**config.mk**
```make
export PLATFORM = sky130hd
export DESIGN_NAME = spi_cmd_decoder
export DESIGN_NICKNAME = d
export VERILOG_FILES = /design/src/rtl/spi_pkg.sv /design/src/rtl/spi_regfile.sv /design/src/rtl/spi_cmd_decoder.sv
export SDC_FILE = /design/constraint.sdc
export NUM_CORES = 1
export LEC_CHECK = 0
export BUFFER_PORTS_ARGS = -buffer_cell sky130_fd_sc_hd__buf_2
export CORE_MARGIN = 2
export CORE_UTILIZATION = 54
export CTS_CLUSTER_SIZE = 30
export DETAILED_ROUTE_END_ITERATION = 6
export PLACE_DENSITY_LB_ADDON = 0.12
export REMOVE_ABC_BUFFERS = 1
export SYNTH_ARGS = -nofsm -noshare
export SYNTH_HDL_FRONTEND = slang
export SYNTH_SLANG_ARGS = --single-unit
```
**constraint.sdc**
```tcl
create_clock -name clk_i -period 7.1 [get_ports clk_i]
set_clock_uncertainty 0.05 [all_clocks]
set_input_delay 1.775 -clock clk_i [delete_from_list [all_inputs] [get_ports clk_i]]
set_output_delay 1.775 -clock clk_i [all_outputs]
set_load 0.02 [all_outputs]
```
**src/rtl/spi_pkg.sv**
```systemverilog
`default_nettype none
// ============================================================================
// Module     : spi_pkg
// Description: Shared types and default widths for the SPI command decoder
//              slice. Exports the decoder state encoding and the default
//              byte and register-address widths.
// Revision   : 1.0 - initial release
// ============================================================================
package spi_pkg;

  // Default byte width; must match the SPI shift engine width.
  localparam int N_DEF      = 8;
  // Default register address width (register file depth = 2**ADDR_W_DEF).
  localparam int ADDR_W_DEF = 4;
  // Position of the read/write flag inside a command byte.
  localparam int CMD_RD_BIT = N_DEF - 1;

  typedef enum logic [2:0] {
    IDLE   = 3'd0,
    CMD    = 3'd1,
    WDATA  = 3'd2,
    RLOAD  = 3'd3,
    RWAIT  = 3'd4,
    IGNORE = 3'd5
  } cmd_state_t;

endpackage
`default_nettype wire

```
**src/rtl/spi_regfile.sv**
```systemverilog
`default_nettype none
// ============================================================================
// Module     : spi_regfile
// Description: 2**ADDR_W x N register file. One synchronous write port and
//              two independent combinational read ports. All entries are
//              cleared by the asynchronous reset.
// Ports      : clk_i, reset_i        - clock, async active-high reset
//              we_i, waddr_i, wdata_i - write port
//              raddr_a_i / rdata_a_o  - read port A (transmit path)
//              raddr_b_i / rdata_b_o  - read port B (host path)
// Revision   : 1.0 - initial release
// ============================================================================
module spi_regfile #(
  parameter int N      = 8,
  parameter int ADDR_W = 4
) (
  input  logic              clk_i,
  input  logic              reset_i,
  input  logic              we_i,
  input  logic [ADDR_W-1:0] waddr_i,
  input  logic [N-1:0]      wdata_i,
  input  logic [ADDR_W-1:0] raddr_a_i,
  output logic [N-1:0]      rdata_a_o,
  input  logic [ADDR_W-1:0] raddr_b_i,
  output logic [N-1:0]      rdata_b_o
);

  localparam int DEPTH = 2 ** ADDR_W;

  logic [N-1:0] mem_q [DEPTH];

  always_ff @(posedge clk_i or posedge reset_i) begin
    if (reset_i) begin
      for (int i = 0; i < DEPTH; i++) begin
        mem_q[i] <= '0;
      end
    end else if (we_i) begin
      mem_q[waddr_i] <= wdata_i;
    end
  end

  assign rdata_a_o = mem_q[raddr_a_i];
  assign rdata_b_o = mem_q[raddr_b_i];

endmodule
`default_nettype wire

```
**src/rtl/spi_cmd_decoder.sv**
```systemverilog
`default_nettype none
// ============================================================================
// Module     : spi_cmd_decoder
// Description: Byte-level protocol stage behind the SPI shift engine. The
//              first byte of a frame is a command (R flag, reserved bits,
//              start address); following bytes are register writes or read
//              slots that reload the shift engine via tx_start/tx_write.
// Ports      : clk_i, reset_i          - clock, async active-high reset
//              frame_i                 - chip select active
//              rx_done_i, rx_data_i    - received byte strobe and data
//              tx_start_o, tx_write_o, tx_data_o - shift engine reload
//              wr_strobe_o, wr_addr_o  - registered write notification
//              host_addr_i, host_rdata_o - local combinational read
//              err_o, err_clr_i        - sticky malformed-command flag
// Revision   : 1.0 - initial release
// ============================================================================
module spi_cmd_decoder
  import spi_pkg::*;
#(
  parameter int N      = N_DEF,
  parameter int ADDR_W = ADDR_W_DEF
) (
  input  logic              clk_i,
  input  logic              reset_i,
  input  logic              frame_i,
  input  logic              rx_done_i,
  input  logic [N-1:0]      rx_data_i,
  output logic              tx_start_o,
  output logic              tx_write_o,
  output logic [N-1:0]      tx_data_o,
  output logic              wr_strobe_o,
  output logic [ADDR_W-1:0] wr_addr_o,
  input  logic [ADDR_W-1:0] host_addr_i,
  output logic [N-1:0]      host_rdata_o,
  output logic              err_o,
  input  logic              err_clr_i
);

  cmd_state_t        state_q, state_d;
  logic [ADDR_W-1:0] ptr_q, ptr_d;
  logic              wr_strobe_q, wr_strobe_d;
  logic [ADDR_W-1:0] wr_addr_q, wr_addr_d;
  logic              err_q, err_d;
  logic              we;
  logic [N-1:0]      tx_rdata;
  logic              rsvd_bad;
  logic              is_read;

  // Bits between the R flag and the address field must be zero.
  assign rsvd_bad = |rx_data_i[N-2:ADDR_W];
  // R flag is the MSB of the command byte (CMD_RD_BIT at default width).
  assign is_read  = rx_data_i[N-1];

  spi_regfile #(
    .N      (N),
    .ADDR_W (ADDR_W)
  ) u_regfile (
    .clk_i     (clk_i),
    .reset_i   (reset_i),
    .we_i      (we),
    .waddr_i   (ptr_q),
    .wdata_i   (rx_data_i),
    .raddr_a_i (ptr_q),
    .rdata_a_o (tx_rdata),
    .raddr_b_i (host_addr_i),
    .rdata_b_o (host_rdata_o)
  );

  always_ff @(posedge clk_i or posedge reset_i) begin
    if (reset_i) begin
      state_q     <= IDLE;
      ptr_q       <= '0;
      wr_strobe_q <= 1'b0;
      wr_addr_q   <= '0;
      err_q       <= 1'b0;
    end else begin
      state_q     <= state_d;
      ptr_q       <= ptr_d;
      wr_strobe_q <= wr_strobe_d;
      wr_addr_q   <= wr_addr_d;
      err_q       <= err_d;
    end
  end

  always_comb begin
    state_d     = state_q;
    ptr_d       = ptr_q;
    we          = 1'b0;
    wr_strobe_d = 1'b0;
    wr_addr_d   = wr_addr_q;
    // Clear first so that a new error detected below overrides it.
    err_d       = err_clr_i ? 1'b0 : err_q;

    // Frame drop outranks any byte arriving in the same cycle.
    if (state_q != IDLE && !frame_i) begin
      state_d = IDLE;
    end else begin
      case (state_q)
        IDLE: begin
          if (frame_i) state_d = CMD;
        end
        CMD: begin
          if (rx_done_i) begin
            if (rsvd_bad) begin
              err_d   = 1'b1;
              state_d = IGNORE;
            end else begin
              ptr_d   = rx_data_i[ADDR_W-1:0];
              state_d = is_read ? RLOAD : WDATA;
            end
          end
        end
        WDATA: begin
          if (rx_done_i) begin
            we          = 1'b1;
            wr_strobe_d = 1'b1;
            wr_addr_d   = ptr_q;
            ptr_d       = ptr_q + 1'b1;
          end
        end
        RLOAD: begin
          state_d = RWAIT;
        end
        RWAIT: begin
          // Byte shifted in during a read slot is a dummy; just advance.
          if (rx_done_i) begin
            ptr_d   = ptr_q + 1'b1;
            state_d = RLOAD;
          end
        end
        IGNORE: begin
          state_d = IGNORE;
        end
        default: begin
          state_d = IDLE;
        end
      endcase
    end
  end

  // Reload request is a Moore output of RLOAD; tx_data is zero elsewhere.
  assign tx_start_o  = (state_q == RLOAD);
  assign tx_write_o  = (state_q == RLOAD);
  assign tx_data_o   = (state_q == RLOAD) ? tx_rdata : '0;
  assign wr_strobe_o = wr_strobe_q;
  assign wr_addr_o   = wr_addr_q;
  assign err_o       = err_q;

endmodule
`default_nettype wire

```
After elaboration in Yosys (flattened, before gate mapping)
Cells that the tools add are included.
{"block": "totals", "out_inout_bits": 24, "ff_bits": 141, "wordCells": 80, "inputBits": 17}
{"block": "classes", "n_bitwise": 3, "eq_ne": 12, "order_cmp": 3, "n_reduce_logical": 11, "add_sub_neg": 1, "muxes": 29}
{"op": "bitwise mux 128 bit", "n": 1}
{"op": "binary-select mux 8 bit (select 4 bit)", "n": 2}
{"op": "2-to-1 mux 8 bit", "n": 6}
{"op": "demux 8 bit (select 4 bit)", "n": 1}
{"op": "one-hot mux 3 bit (6 select lines)", "n": 1}
{"op": "2-to-1 mux 3 bit", "n": 5}
{"op": "2-to-1 mux 4 bit", "n": 3}
{"op": "greater-or-equal comparator 5 bit, second input constant", "n": 2}
{"op": "NOT 4 -> 5 bit", "n": 2}
{"op": "2-to-1 mux 1 bit", "n": 9}
{"op": "!= test 3 bit, second input constant", "n": 3}
{"op": "one-hot mux 4 bit (2 select lines)", "n": 1}
{"op": "equality test 3 x 2 -> 1 bit, second input constant", "n": 2}
{"op": "equality test 3 bit, second input constant", "n": 2}
{"op": "!= test 2 bit, second input constant", "n": 3}
{"op": "less-than comparator 5 x 1 -> 1 bit, second input constant", "n": 1}
{"op": "AND reduction 5 bit", "n": 1}
{"op": "adder 4 x 1 -> 4 bit, second input constant", "n": 1}
{"op": "AND reduction 4 bit", "n": 1}
{"op": "equality test 3 x 1 -> 1 bit, second input constant", "n": 1}
{"op": "zero test 3 bit", "n": 1}
{"op": "AND reduction 3 bit", "n": 1}
{"op": "nonzero test 3 bit", "n": 1}
{"op": "OR reduction 3 bit", "n": 1}
{"op": "6 further kinds", "n": 7}

Depth between registers and ports, before layout
{"block": "depth", "depth_word": 6, "ltp_mapped": 7, "ltp_nobuf": 4}

Cells and area by module
A second synthesis with hierarchy kept.
{"block": "unflattened", "cells_unflattened": 517, "hier_area_um2": 7554.7}
{"mod": "spi_regfile", "cells_each": 438, "seq_area_each_um2": 3203.1, "n_inst": 1, "area_per_inst_um2": 6759.0}
{"mod": "spi_cmd_decoder", "cells_each": 79, "seq_area_each_um2": 325.3, "n_inst": 1, "area_per_inst_um2": 795.8}

Worst setup path before layout
OpenSTA, ideal clock, no wires.
{"block": "synth_path", "path_kind": "in2out", "startpoint": "input host_addr_i[0]", "endpoint": "output host_rdata_o[1]", "slack_ns": 2.206, "t_required_ns": 5.275, "n_path_buf": 2, "stages": 5, "t_arrival_ns": 3.069, "cell_sequence": "buf_2 buf_2 mux4_2 a22oi_1 nand2_1"}
{"block": "synth_via", "elab_chain_len": 4}
{"item": "start: declaration", "line_no": "spi_cmd_decoder.sv:33", "text": "input logic [ADDR_W-1:0] host_addr_i,"}
{"item": "NOT 4 -> 5 bit (not written as such)", "line_no": "spi_regfile.sv:43", "text": "assign rdata_b_o = mem_q[raddr_b_i];"}
{"item": "binary-select mux 8 bit (select 4 bit)", "line_no": "spi_regfile.sv:43"}
{"item": "2-to-1 mux 8 bit (not written as such) (2 in a row)", "line_no": "spi_regfile.sv:43"}
{"item": "end: declaration", "line_no": "spi_cmd_decoder.sv:34", "text": "output logic [N-1:0] host_rdata_o,"}
Every way passes these cells. The select of a mux whose other input is x is not followed.

Worst setup path in the final report
{"block": "layout_path", "startpoint": "input host_addr_i[0]", "endpoint": "output host_rdata_o[2]"}
The elaborated chain is that of the path after synthesis.

==> results.md <==
* Site Rows at 43
* Final setup vio count at 0
* Crit Path Category: in2out
* Crit path cell chain: buf_2 > buf_4 > mux4_2 > a22oi_1 > nand2_1 > buf_2
* Post-Synth Adder-Cell Area at 0.651%
* Largest net degree at the start of global routing at 99
* Post-route DRC at 0
* CTS root buffer: clkbuf_16
* Setup Fix Bufs, Post-CTS at 0
* Synth-to-Final Area Change at 10.7%
* Area contributors post-synth: dfrtp_1, mux4_2, mux2_2, mux2_1, a22oi_1
* CTS tree: yes
* Max-slew headroom at between 20% and 30%
* Mapped Area at between 7000 and 8000 µm²
* H-tree levels at 4
* Filler instances at roughly 1,100
* Post-synth top area share at 45.9%
* Nets at 560
* CP Capture Type: output pin
* Tcrit/Tclk final at 77.5%
* Number of antenna violations at the first check in global routing at 0
* Number of synthesized register bits at 141
* Final worst path period need at 5.50 ns
* All-Layer GR Usage at between 20% and 30%
* Area leader, netlist: dfrtp_1
* Setup_tns at 0 ns
* Most common cell on crit path: buf_2
* Avg Vias per Cell at around 6.7
* Synth Area in XOR/XNOR at less than 1%
* Area fraction in compound gates after synthesis at 4.88%
* Netlist cell types at between 40 and 50
* Mean post-synth cell area at 14.5 µm²
* Post-synth EDFFs at 0
* Worst VDD drop at 0.175 mV
* Dpl cells at 700
* Critical path launch point type: input pin
* CP top delay family: buffers and inverters
* Final hold violation count at 0
* Finished Layout Cells at 732
* TritonRoute pass-1 iters at 5
* Met2 wire len at 9040 µm
* Number of global-route vias before repair at ~5,000
* Die Span Y at roughly 120 µm
* CP required at ~5.3 ns
* CP max stage delay at 0.56 ns
* Multi-input gate area at 3750 µm²
* Mux contribution to synthesized area at 38.6%
* Final WL at 19,400 µm
* Core area at around 14,000 µm²
* Layout cell share with drive strength beyond 1 at between 40% and 50%
* Status: finished, final reports clean
* Yosys warns at 0
* Gpl congestion at 0.789
* Post-DP HPWL at approximately 12,000 µm
* Initial detailed-routing violation count at roughly 480
* Clock Latency Late Sink at 0.42 ns
* Simple-Gate Fraction of Synth Area at 4.44%
* Ys flop type: dfrtp_1
* TritonCTS Buffers at 17
* Slew Viols, Final at 0
* Final antenna-violating net count at 0
* Worst Path Buf+Inv at 3
* CP max stage cell: mux4_2
* Reg area at 3530 µm²
* Overflow after GRT at 0
* M1 wire length at 8670 µm
* Port bufs at 40
* Die width at around 120 µm
* Clock buffer depth at 2
* Post-synth top cells: dfrtp_1, mux2_2, mux4_2, mux2_1, a22oi_1
* Max-Cap Viols at 0
* Main combinational cell family by area after synthesis: multiplexers
* Register clock-pin slew on the reported worst setup and hold paths at 0.06 ns
* P_leak at 4.03 nW
* Antenna cells at 0
* Die area at approximately 15,000 µm²
* Crit path DAT at between 3 and 4 ns
* CTS resizes at 0
* Top-count cell post-synth: dfrtp_1
* Fraction of registers with async set/reset at 100%
* Share of the yosys chip area belonging to registers at 45.9%
* IO Count at a little over 40
* Clk sinks at 141
* Hold Path Class: reg2reg
* First-pass GRT wire length at 30,000 µm
* Via count at 4,911
* RSZ-0062 raised after global routing: no
* Critical Path Fanout Max at 21
* Top Metal Used: met4
* Pwr dens at 252 nW/µm²
* Hold buffer count at cts at 0
* Fmax at roughly 180 MHz
* Synth Instances at between 500 and 600
* Initial Util at 55.4%
* Met3 WL at between 1000 and 1500 µm
* Total chip power at around 2.1 mW
* Slew @ Worst Pin at approximately 1.1 ns
* WL/cell at between 20 and 30 µm
final timing paths:
| kind | from | cells past startpoint | slack, ns | endpoint |
|---|---|---|---|---|
| max | host_addr_i[0] | 6 | 1.60 | host_rdata_o[2] |
| min | wr_addr_o[0] | 1 | 0.46 | wr_addr_o[0] |
| max reg2reg | state_q[0] | 3 | 4.29 | u_regfile.mem_q[41] |
| min reg2reg | wr_addr_o[0] | 1 | 0.46 | wr_addr_o[0] |
| max in group asynchronous | reset_i | 3 | 4.33 | ptr_q[0] |
| min in group asynchronous | reset_i | 2 | 1.47 | u_regfile.mem_q[126] |
cell type report:
class                   instances  share of cell area (%)
repair buffers                 45                    2.79
multi-input cells             313                    44.1
flip-flops and latches        141                    41.5
clock buffers                  21                    5.53
well taps                     180                    2.65
inverters                      21                   0.985
clock inverters                11                    2.48
through the flow:
stage          hold slack [ns]  utilization (%)  setup slack [ns]  cell area [µm²]
3_5_place_dp             0.446             56.4              1.55             7830
5_1_grt                  0.474             61.3              1.41             8510
6_report                 0.456             61.3              1.60             8510
3_3_place_gp             0.433             56.4              1.62             7830
4_1_cts                  0.460             61.3              1.53             8510
2_1_floorplan            0.420                -              1.49             7360
placed cells by master, fill, tap and decap left out, types with 2 or more instances in the layout:
cell and n:
and2_1 7, dfrtp_1 140, mux2_2 82, a21oi_1 6, nor2b_1 5, nor3_1 2
clkinv_2 3, mux2i_1 3, inv_1 20, mux4_2 64, buf_4 5, and3_1 16
nand2_1 13, clkbuf_8 3, ha_1 4, o221ai_1 8, bufinv_16 6, buf_2 40
nor2_1 4, clkbuf_16 17, nand4_1 2, a22oi_1 24, mux2_1 51
worst register-to-register path, stage by stage, from the launching register on:
cell and delay (ns):
dfrtp_1 0.51, nor4b_4 0.88, and3_1 0.84, mux2_2 0.42
where the power goes:
| group | switching, mW | internal (mW) |
|---|---|---|
| clock network | 0.339 | 0.686 |
| registers | 0.0451 | 0.835 |
| logic | 0.140 | 0.103 |
| total | 0.524 | 1.62 |
kinds of logic (layout without fill, tap and decap cells):
logic type / Yosys count / count (layout)
adder cells (fa/ha/maj): 4 / 4
buffers and inverters: 75 / 98
multiplexers: 200 / 200
AND/OR/NAND/NOR: 58 / 58
XOR/XNOR: 2 / 2
flip-flops: 141 / 141
AO/OA/AOI/OAI: 49 / 49
routing by layer:
metal  track usage [%]  vias up
met4              12.1        0
met5                 0        -
met2              41.6      200
met3              5.58       50
met1              39.9     2617
li1                  -     2044
registers in the layout, summed over array words and instances (netlist names):
signal           flops
state_q              3
wr_strobe_o          1
ptr_q                4
u_regfile.mem_q    128
wr_addr_o            4
err_o                1
No activity file was read; power rests on OpenSTA's default activity.
